===== src/rtl/mib_access_arbiter.sv =====
// Round-robin arbiter giving several MIB requesters one-at-a-time access to mibController,
// with one-deep per-channel request latches, busy-fall completion and an access timeout.
module mib_access_arbiter #(
    parameter int unsigned NCH     = 2,
    parameter int unsigned ADDR_W  = 10,
    parameter int unsigned DATA_W  = 32,
    parameter int unsigned TIMEOUT = 1023
) (
    input  logic                  macCoreClk,
    input  logic                  macCoreClkHardRst_n,
    input  logic [NCH-1:0]        reqWr,
    input  logic [NCH-1:0]        reqRd,
    input  logic [NCH*ADDR_W-1:0] reqAddr,
    input  logic [NCH*DATA_W-1:0] reqWrData,
    output logic [NCH-1:0]        reqReady,
    output logic [NCH-1:0]        reqDataValid,
    output logic [NCH-1:0]        reqError,
    output logic [DATA_W-1:0]     reqRdData,
    output logic [ADDR_W-1:0]     mibAddr,
    output logic [DATA_W-1:0]     mibWrData,
    output logic                  mibWr,
    output logic                  mibRd,
    input  logic                  mibBusy,
    input  logic [DATA_W-1:0]     mibRdData
);

    localparam int unsigned IDX_W = (NCH > 1) ? $clog2(NCH) : 1;
    localparam int unsigned CNT_W = (TIMEOUT > 0) ? $clog2(TIMEOUT + 1) : 1;

    typedef enum logic [2:0] {
        StIdle,
        StIssue,
        StWaitBusy,
        StWaitDone,
        StComplete,
        StDrain
    } state_e;

    state_e            state;
    logic [NCH-1:0]    pending;
    logic [NCH-1:0]    latWr;
    logic [NCH-1:0]    newReq;
    logic [ADDR_W-1:0] latAddr [NCH];
    logic [DATA_W-1:0] latData [NCH];
    logic [IDX_W-1:0]  rrPtr;
    logic [IDX_W-1:0]  gntIdx;
    logic [IDX_W-1:0]  selIdx;
    logic              selValid;
    logic              busyQ;
    logic              busyFall;
    logic              counting;
    logic              timeoutHit;
    logic [CNT_W-1:0]  toCnt;
    int unsigned       cand;

    assign newReq     = (reqWr | reqRd) & ~pending;
    assign reqReady   = ~(reqWr | reqRd | pending);
    assign counting   = (state == StIssue) || (state == StWaitBusy) || (state == StWaitDone);
    assign busyFall   = (state == StWaitDone) && !mibBusy && busyQ;
    assign timeoutHit = (TIMEOUT != 0) && counting && ((toCnt + CNT_W'(1)) == CNT_W'(TIMEOUT));

    // Scan downwards so the candidate nearest to rrPtr+1 is the one left selected.
    always_comb begin
        selValid = 1'b0;
        selIdx   = '0;
        cand     = 0;
        for (int unsigned k = NCH; k >= 1; k--) begin
            cand = (32'(rrPtr) + k) % NCH;
            if (pending[IDX_W'(cand)]) begin
                selValid = 1'b1;
                selIdx   = IDX_W'(cand);
            end
        end
    end

    always_ff @(posedge macCoreClk or negedge macCoreClkHardRst_n) begin
        if (!macCoreClkHardRst_n) begin
            state        <= StIdle;
            pending      <= '0;
            latWr        <= '0;
            for (int i = 0; i < NCH; i++) begin
                latAddr[i] <= '0;
                latData[i] <= '0;
            end
            rrPtr        <= IDX_W'(NCH - 1);
            gntIdx       <= '0;
            busyQ        <= 1'b0;
            toCnt        <= '0;
            reqDataValid <= '0;
            reqError     <= '0;
            reqRdData    <= '0;
            mibAddr      <= '0;
            mibWrData    <= '0;
            mibWr        <= 1'b0;
            mibRd        <= 1'b0;
        end else begin
            busyQ        <= mibBusy;
            mibWr        <= 1'b0;
            mibRd        <= 1'b0;
            reqDataValid <= '0;
            reqError     <= '0;
            if (counting) begin
                toCnt <= toCnt + CNT_W'(1);
            end

            // A write wins over a simultaneous read on the same channel.
            for (int i = 0; i < NCH; i++) begin
                if (newReq[i]) begin
                    pending[i] <= 1'b1;
                    latWr[i]   <= reqWr[i];
                    latAddr[i] <= reqAddr[i*ADDR_W +: ADDR_W];
                    latData[i] <= reqWrData[i*DATA_W +: DATA_W];
                end
            end

            if (busyFall) begin
                reqDataValid[gntIdx] <= 1'b1;
                pending[gntIdx]      <= 1'b0;
                if (!latWr[gntIdx]) begin
                    reqRdData <= mibRdData;
                end
                state <= StComplete;
            end else if (timeoutHit) begin
                reqDataValid[gntIdx] <= 1'b1;
                reqError[gntIdx]     <= 1'b1;
                pending[gntIdx]      <= 1'b0;
                state                <= StDrain;
            end else begin
                case (state)
                    StIdle: begin
                        if (!mibBusy && selValid) begin
                            gntIdx    <= selIdx;
                            rrPtr     <= selIdx;
                            mibAddr   <= latAddr[selIdx];
                            mibWrData <= latData[selIdx];
                            mibWr     <= latWr[selIdx];
                            mibRd     <= ~latWr[selIdx];
                            toCnt     <= '0;
                            state     <= StIssue;
                        end
                    end
                    StIssue:    state <= StWaitBusy;
                    StWaitBusy: if (mibBusy) state <= StWaitDone;
                    StWaitDone: state <= StWaitDone;
                    StComplete: state <= StIdle;
                    StDrain:    if (!mibBusy) state <= StIdle;
                    default:    state <= StIdle;
                endcase
            end
        end
    end

endmodule


===== config.mk =====
export PLATFORM = sky130hd
export DESIGN_NAME = mib_access_arbiter
export DESIGN_NICKNAME = d
export VERILOG_FILES = /design/src/rtl/mib_access_arbiter.sv
export SDC_FILE = /design/constraint.sdc
export NUM_CORES = 1
export LEC_CHECK = 0
export BUFFER_PORTS_ARGS = -buffer_cell sky130_fd_sc_hd__buf_2
export CAP_MARGIN = 20
export CORE_MARGIN = 5
export CORE_UTILIZATION = 56
export CTS_CLUSTER_SIZE = 14
export DETAILED_ROUTE_END_ITERATION = 10
export PLACE_DENSITY = 0.84
export SYNTH_ARGS = -nofsm -noshare
export SYNTH_HDL_FRONTEND = slang
export SYNTH_SLANG_ARGS = --single-unit

===== constraint.sdc =====
create_clock -name macCoreClk -period 3.13 [get_ports macCoreClk]
set_input_delay 0.626 -clock macCoreClk [delete_from_list [all_inputs] [get_ports macCoreClk]]
set_output_delay 0.626 -clock macCoreClk [all_outputs]
set_load 0.005 [all_outputs]

==> reports/qor.yml, run 1 <==
status: "completed"
vias_per_cell: 5.38
ys_warn_count: 0
io_pins: 205
grt_overflow_total: 0
avgSynthCellArea_um2: 13.4
synth_simple_gate_area_share_pct: 6.46
antenna_found_initial: 2
crit_fanout: 7
grt_pass1_wl_um: 28300
postRouteAntennaNets: 0
synth_edf_count: 0
async_flop_share_pct: 100
syn_inst: 559
dr.pass1.iters: 4
regToRegSetupSlack_ns: 0.97
synth.largest_area_cell: "dfrtp_1"
worst_pin_slew_ns: 0.800
die_y_um: 126
crit_required_ns: 3.44
rsz0062_at_grt: "no"
final_cells: 946
grt_use_met2_pct: 37.1
gp_congestion: 0.888
numCtsBuffers: 17
skew_ns: 0.00798
gr-usage-met1_pct: 28.5
synth_compound_area_share_pct: 4.66
hold_path_class: "in -> async"
synth_fp_nets: 684
clockRootBuffer: "clkbuf_16"
clockBufferDepth: 2
post_cts_buffers: 0
final-hold-violation-count: 0
drive_gt1_share_pct: 47.8
synth_area_leaders: "dfrtp_1, mux2_2, mux2i_1"
cts.reportedPaths.clkPinSlew_ns: 0.06
fmax_mhz: 462
synth_most_common_cell: "dfrtp_1"
dpl_cell_area_mm2: 0.00872
floorplan.initialDensity_pct: 56.8
powerDensity_mw_per_mm2: 984
vdd_drop_max_v: 0.000615
first_global_vias: 5574
dpl.cell_count: 914
dr_total_vias: 5091
drc_errors: 0
synth_mux_area_share_pct: 23.7
path_class: "reg -> reg"
final_cell_area_mm2: 0.00935
syn_area_mm2: 0.00749
drt-initial-drc-count: 305
maxCapViolCount: 0
wl_per_cell_um: 18.0
antenna-diode-count: 0
synthAdderAreaFrac_pct: 0.334
core_mm2: 0.0132
io_buffers: 204
final_nets: 882
areaGrowthSynthToFinish_pct: 24.8
ys.flop_type: "dfrtp_1"
clock_latency_ns: 0.42
dp_slack_ns: 0.905
ctsResizeCount: 0
dieArea_mm2: 0.0158
setup_viol: 0
place_hpwl_um: 12000
top_usage_layer: "met2"
yosys.area.top_type_share_pct: 61.1
grt_max_degree: 76
ys_ff_latch: 184
max_slew_margin_pct: 46.7
synth_top_family_by_area: "multiplexers"
num_rows: 42
met3_usage_pct: 7.32
clkSinkCount: 184
cts_hold_buf: 0
h-tree-depth: 4
reg2reg_to: "state[1]"
finalMaxSlewViolations: 0
finalPower_mw: 9.20
synth_commonest_cells: "dfrtp_1, mux2_2, nand2_1"
synth_xor_area_share_pct: 1.17
setup_ws_ns: 0.966
p_leak_nw: 4.70
tns_ns: 0
r2r_cells: 6
synth-seq-area-share_pct: 61.5
die_w_um: 126
min_period_ns: 2.16
endpoint_kind: "flop"
cts_tree: "built"
ys_types: 45
arrival_ns: 2.47
worstSetupStartpointType: "flop"
track_usage_pct: 22.6
rr_startpoint: "toCnt[0]"
fin_crit_sh_pct: 69.1
routed_wl_um: 17100
worst max path at each step:
| stage | startpoint | end | slack [ns] |
|---|---|---|---|
| after floorplan | toCnt[0] | state[1] | 1.27 |
| after CTS | toCnt[0] | state[1] | 1.00 |
| after global routing | pending[0] | mibWrData[4] | 0.85 |
| after global placement | mibBusy | reqRdData[22] | 1.00 |
| after detailed placement | mibBusy | reqRdData[11] | 0.91 |
| final | toCnt[0] | state[1] | 0.97 |
routing by layer:
metal	part of all wire, %	wire, µm
met1	41	7060
met2	49	8370
met3	7.8	1340
met4	1.6	270
met5	0.12	21
cells by family (layout without fill, tap and decap cells):
logic type / after synthesis / after routing
flip-flops: 184 / 184
multiplexers: 163 / 163
AND/OR/NAND/NOR: 105 / 105
AO/OA/AOI/OAI: 62 / 62
buffers and inverters: 33 / 244
XOR/XNOR: 10 / 10
adder cells (fa/ha/maj): 2 / 2
critical path, stage by stage (launching register included):
cell and delay (ns):
dfrtp_1 0.48, ha_1 0.35, nand2_1 0.12, o31ai_1 0.26
a32oi_1 0.15, or3_1 0.47, and3_1 0.23
where the power goes:
part,leakage (nW),switching (mW),internal [mW],total [mW]
clock network,0.306,0.863,1.38,2.24
registers,2.25,0.702,3.48,4.19
logic,2.14,1.24,1.53,2.77
flip-flops by register name, indices dropped and copies added (netlist names):
name	flops
rrPtr	1
mibAddr	10
mibRd	1
toCnt	10
reqError	2
state	3
gntIdx	1
latWr	2
reqDataValid	2
latAddr	20
mibWr	1
busyQ	1
latData	64
pending	2
reqRdData	32
mibWrData	32
cell usage in the layout (no fill, tap or decap), types with 2 or more instances in the layout:
| master | count |
|---|---|
| a211oi_1 | 2 |
| a21oi_1 | 3 |
| and2_1 | 3 |
| and3_1 | 4 |
| buf_12 | 4 |
| buf_2 | 203 |
| buf_4 | 3 |
| bufinv_16 | 4 |
| clkbuf_16 | 17 |
| clkbuf_8 | 2 |
| clkinv_2 | 4 |
| clkinvlp_4 | 2 |
| dfrtp_1 | 183 |
| ha_1 | 2 |
| mux2_1 | 3 |
| mux2_2 | 115 |
| mux2i_1 | 45 |
| nand2_1 | 58 |
| nand3_1 | 3 |
| nand4_1 | 2 |
| nor2_1 | 16 |
| nor3_1 | 6 |
| o21ai_0 | 44 |
| o21ai_1 | 2 |
| o21bai_4 | 2 |
| o31ai_1 | 2 |
| xnor2_1 | 4 |
| xor2_1 | 6 |
final cells by class:
type	count	area (µm²)
clock buffer	20	457
clock inverter	12	173
fill	925	3840
inverter	1	3.75
multi-input combinational	342	2760
sequential	184	4610
tap	176	220
timing repair buffer	211	1130
stage by stage:
stage | util (%) | hold slack (ns)
3_3_place_gp | 66.1 | 0.459
5_1_grt | 70.9 | 0.274
6_report | 70.9 | 0.213
3_5_place_dp | 66.1 | 0.469
4_1_cts | 70.9 | 0.239
2_1_floorplan | - | 0.330
(Power assumes the default switching activity.)
==> inputs of run 2 (changes only) <==
--- a/config.mk
+++ b/config.mk
@@ -8,10 +8,10 @@
 export BUFFER_PORTS_ARGS = -buffer_cell sky130_fd_sc_hd__buf_2
 export CAP_MARGIN = 20
 export CORE_MARGIN = 5
-export CORE_UTILIZATION = 56
+export CORE_UTILIZATION = 52
 export CTS_CLUSTER_SIZE = 14
 export DETAILED_ROUTE_END_ITERATION = 10
-export PLACE_DENSITY = 0.84
+export PLACE_DENSITY = 0.78
 export SYNTH_ARGS = -nofsm -noshare
 export SYNTH_HDL_FRONTEND = slang
 export SYNTH_SLANG_ARGS = --single-unit
==> constraint.sdc (replaced) <==
create_clock -name macCoreClk -period 2.13 [get_ports macCoreClk]
set_input_delay 0.426 -clock macCoreClk [delete_from_list [all_inputs] [get_ports macCoreClk]]
set_output_delay 0.426 -clock macCoreClk [all_outputs]
set_load 0.005 [all_outputs]
==> reports/qor.yml, run 2 (same netlist as run 1, synthesis figures left out) <==
status: "completed"
worstSetupStartpointType: "flop"
path_buf_inv: 0
top_register: "latData"
drive_gt1_share_pct: 48.0
grt_max_degree: 71
place_hpwl_um: 11900
path_cells: "ha_2, nand2_1, o31ai_1, a32oi_1, or3_4, and3_1"
h-tree-depth: 4
die_y_um: 130
fillCellCount: 1062
areaGrowthSynthToFinish_pct: 24.5
io_buffers: 204
track_usage_pct: 20.5
final_common_cell: "buf_2"
skew_ns: 0.0100
routed_wl_um: 16900
cpMaxStageDelayCell: "dfrtp_1"
drc_errors: 0
postRouteAntennaNets: 0
largestRegisters: "latData (64), mibWrData (32), reqRdData (32)"
powerDensity_mw_per_mm2: 1400
mostFrequentLayoutCells: "buf_2, dfrtp_1, mux2_2"
critPathLaunch: "toCnt[0]"
vias_per_cell: 5.30
cts.reportedPaths.clkPinSlew_ns: 0.06
crit_required_ns: 2.44
endpoint_kind: "flop"
crit_fanout: 7
min_period_ns: 1.96
io_pins: 205
min_from: "mibBusy"
tns_ns: 0
hold_path_class: "in -> reg"
p_leak_nw: 4.69
num_rows: 43
grt_overflow_total: 0
area.sequential_mm2: 0.00461
path_class: "reg -> reg"
wl_per_cell_um: 17.8
setup_viol: 0
dr.pass1.iters: 4
die_w_um: 130
clockBufferDepth: 2
largest_register_ffs: 64
dieArea_mm2: 0.0169
multi_input_area_mm2: 0.00277
antenna-diode-count: 0
rsz0062_at_grt: "no"
hold_ws_ns: 0.177
rr_startpoint: "toCnt[0]"
numCtsBuffers: 17
arrival_ns: 2.27
cts_tree: "built"
floorplan.initialDensity_pct: 53.6
clockRootBuffer: "clkbuf_16"
drt-initial-drc-count: 223
gp_congestion: 0.886
maxCapViolCount: 0
finalPower_mw: 13.1
fin_crit_sh_pct: 91.8
first_global_vias: 5322
vdd_drop_max_v: 0.000664
final_nets: 887
clkSinkCount: 184
antenna_found_initial: 4
fmax_mhz: 511
grt_pass1_wl_um: 26800
core_mm2: 0.0140
final_util_pct: 66.7
finalMaxSlewViolations: 0
dr_total_vias: 5052
final-hold-violation-count: 0
max_slew_margin_pct: 60.5
max_stage_delay_ns: 0.46
clock_latency_ns: 0.42
worst_pin_slew_ns: 0.592
crit_family: "simple AND/OR/NAND/NOR gates"
run 2: cell count changes in the layout (fill, tap and decap cells not counted), moves of 2 or more:
cell / change
clkbuf_8: +3
bufinv_16: -4
buf_4: +3
clkinv_2: -2
run 2: path summary, 6_finish.rpt:
| check | end | slack (ns) | cells past startpoint |
|---|---|---|---|
| setup / recovery | state[1] | 0.17 | 6 |
| hold / removal | busyQ | 0.18 | 1 |
| setup reg to reg | state[1] | 0.17 | 6 |
| hold reg to reg | mibAddr[7] | 0.47 | 2 |
| max in group asynchronous | rrPtr | 0.96 | 3 |
| min in group asynchronous | state[0] | 0.41 | 2 |
run 2: repair_timing:
item                                    CTS  global route
hold buffers                              1             0
endpoints found under the setup margin    0             6
endpoints found under the hold margin    17             0
setup buffers                             0             0
resized for setup                         0             2
run 2: final cells by class:
class                   instances  area share, %
flip-flops and latches        184           49.4
multi-input cells             342           29.7
repair buffers                216           12.7
clock buffers                  24           5.38
well taps                     180           2.41
clock inverters                 6          0.456
inverters                       1         0.0402
run 2: routing by layer:
| layer | share of wire [%] | wire length (µm) | track usage (%) |
|---|---|---|---|
| met5 | 0.39 | 66 | 0 |
| met4 | 1.9 | 329 | 7.03 |
| met3 | 8.9 | 1500 | 7.78 |
| met2 | 48 | 8140 | 33.4 |
| met1 | 41 | 6880 | 25.2 |
run 2: metrics by stage:
stage,setup slack (ns),area [µm²],instances
4_1_cts,0.00661,9320,953
2_1_floorplan,0.272,7490,559
6_report,0.174,9330,953
3_3_place_gp,0.182,8770,922
5_1_grt,0.0922,9330,953
3_5_place_dp,0.0749,8770,922
run 2: power by group:
| part | switching [mW] | internal (mW) | total, mW |
|---|---|---|---|
| clock network | 1.25 | 1.64 | 2.89 |
| registers | 0.967 | 5.12 | 6.08 |
| logic | 1.83 | 2.28 | 4.10 |
==> inputs of run 3 (changes only) <==
--- a/config.mk
+++ b/config.mk
@@ -5,12 +5,14 @@
 export SDC_FILE = /design/constraint.sdc
 export NUM_CORES = 1
 export LEC_CHECK = 0
+export ABC_AREA = 1
 export BUFFER_PORTS_ARGS = -buffer_cell sky130_fd_sc_hd__buf_2
 export CAP_MARGIN = 20
 export CORE_MARGIN = 5
 export CORE_UTILIZATION = 52
 export CTS_CLUSTER_SIZE = 14
 export DETAILED_ROUTE_END_ITERATION = 10
+export HOLD_SLACK_MARGIN = 0.05
 export PLACE_DENSITY = 0.78
 export SYNTH_ARGS = -nofsm -noshare
 export SYNTH_HDL_FRONTEND = slang
==> reports/qor.yml, run 3 <==
skew_ns: 0.0168
ys_ff_latch: 184
ys_warn_count: 0
wl_per_cell_um: 16.7
p_leak_nw: 4.77
grt_pass1_wl_um: 28200
final_cell_area_mm2: 0.00955
final_nets: 977
h-tree-depth: 4
die_w_um: 131
dp_slack_ns: 0.379
rsz0062_at_grt: "no"
ys_types: 28
synth.largest_area_cell: "dfrtp_1"
max_slew_margin_pct: 65.6
endpoint_kind: "flop"
fillCellCount: 1142
path_buf_inv: 1
cpMaxStageDelayCell: "dfrtp_1"
routed_wl_um: 17600
r2r_cells: 10
largest_register_ffs: 64
crit_top_cell: "nand2_1"
synth_edf_count: 0
whs_path_depth: 1
drc_errors: 0
crit_family: "simple AND/OR/NAND/NOR gates"
maxCapViolCount: 0
synth-seq-area-share_pct: 60.5
drive_gt1_share_pct: 44.2
setup_ws_ns: 0.386
routed.top_layer: "met5"
io_pins: 205
ys.flop_type: "dfrtp_1"
antenna_found_initial: 2
grt_max_degree: 62
cts_tree: "built"
dr.pass1.iters: 6
wl_met3_um: 1320
tns_ns: 0
final-hold-violation-count: 0
yosys.area.top_type_share_pct: 60.1
die_y_um: 131
clockRootBuffer: "clkbuf_16"
fmax_mhz: 573
async_flop_share_pct: 100
path_cells: "ha_1, nand2_1, inv_1, nand3_1, nand2_1, nand2_1, nor2_1, nand3_1, nand2_1, a21oi_1"
crit_required_ns: 2.43
synth_area_leaders: "dfrtp_1, mux2_2, mux2_4"
clockBufferDepth: 2
synth_fp_nets: 768
hold_ws_ns: 0.174
status: "completed"
top_register: "latData"
synth_most_common_cell: "dfrtp_1"
crit_fanout: 5
ctsResizeCount: 0
numCtsBuffers: 17
syn_inst: 643
first_global_vias: 5729
areaGrowthSynthToFinish_pct: 25.3
crit_cells: 10
grt_overflow_total: 0
fin_crit_sh_pct: 81.9
gp_congestion: 0.865
clock_latency_ns: 0.43
finalMaxSlewViolations: 0
synth_commonest_cells: "dfrtp_1, nand2_1, mux2_2"
dr_wl_met2_um: 8410
floorplan.initialDensity_pct: 52.6
syn_area_mm2: 0.00762
path_class: "reg -> reg"
dpl_cell_area_mm2: 0.00893
vdd_drop_max_v: 0.000747
arrival_ns: 2.04
max_stage_delay_ns: 0.40
track_usage_pct: 21.2
antenna-diode-count: 0
num_rows: 44
worst_pin_slew_ns: 0.515
core_mm2: 0.0145
dieArea_mm2: 0.0172
setup_viol: 0
powerDensity_mw_per_mm2: 1500
hold_path_class: "in -> reg"
postRouteAntennaNets: 0
final_common_cell: "buf_2"
clkSinkCount: 184
worstSetupStartpointType: "flop"
io_buffers: 204
place_hpwl_um: 12100
drt-initial-drc-count: 271
mostFrequentLayoutCells: "buf_2, dfrtp_1, nand2_1"
avgSynthCellArea_um2: 11.8
cts.reportedPaths.clkPinSlew_ns: 0.07
vias_per_cell: 5.24
wirelength_met1_um: 7640
largestRegisters: "latData (64), mibWrData (32), reqRdData (32)"
min_period_ns: 1.74
dr_total_vias: 5494
run 3: final timing paths:
kind                                     start          to  slack (ns)
max                                   toCnt[1]  pending[1]        0.39
min                                    mibBusy       busyQ        0.17
max reg2reg                           toCnt[1]  pending[1]        0.39
min reg2reg                              rrPtr       rrPtr        0.50
max in group asynchronous  macCoreClkHardRst_n  latData[7]        0.96
min in group asynchronous  macCoreClkHardRst_n  mibAddr[8]        0.52
run 3: cell type report:
type / count / area, µm² / share of cell area, %
Clock buffer: 19 / 443 / 4.64
Tap cell: 184 / 230 / 2.41
Sequential cell: 184 / 4610 / 48.2
Inverter: 22 / 82.6 / 0.865
Timing Repair Buffer: 222 / 1250 / 13.1
Clock inverter: 13 / 165 / 1.73
Multi-Input combinational cell: 405 / 2770 / 29.0
run 3: logic make-up (layout without fill, tap and decap cells):
kind of cell | Yosys count | after routing | synth area share, %
muxes | 118 | 118 | 18.9
AOI/OAI and AO/OA | 63 | 63 | 5.07
xor gates and xnor gates | 2 | 2 | 0.230
adders and majority gates | 2 | 2 | 0.328
DFF | 184 | 184 | 60.5
and+or+nand+nor | 220 | 220 | 11.7
buffers and inverters | 54 | 276 | 3.27
run 3: timing repair:
item,CTS,global route
endpoints found under the hold margin,43,0
hold buffers,1,0
setup buffers,0,0
endpoints found under the setup margin,0,0
run 3: metal layers:
metal	GRT usage (%)	vias up
met5	0	-
met4	5.63	4
met3	6.46	15
met2	34.6	171
met1	27.8	2705
li1	-	2599
run 3: metrics by stage:
step	power (mW)	utilization, %	std cells
after detailed placement	11.1	61.7	1016
after CTS	14.4	65.9	1049
after global placement	10.9	61.7	1016
after floorplan	9.27	-	643
final	14.3	65.9	1049
after global routing	15.4	65.9	1049
run 3: where the power goes:
group / internal, mW / switching [mW] / total, mW
Clock: 1.89 / 1.35 / 3.24
Sequential: 5.21 / 0.942 / 6.15
Combinational: 2.52 / 2.38 / 4.90
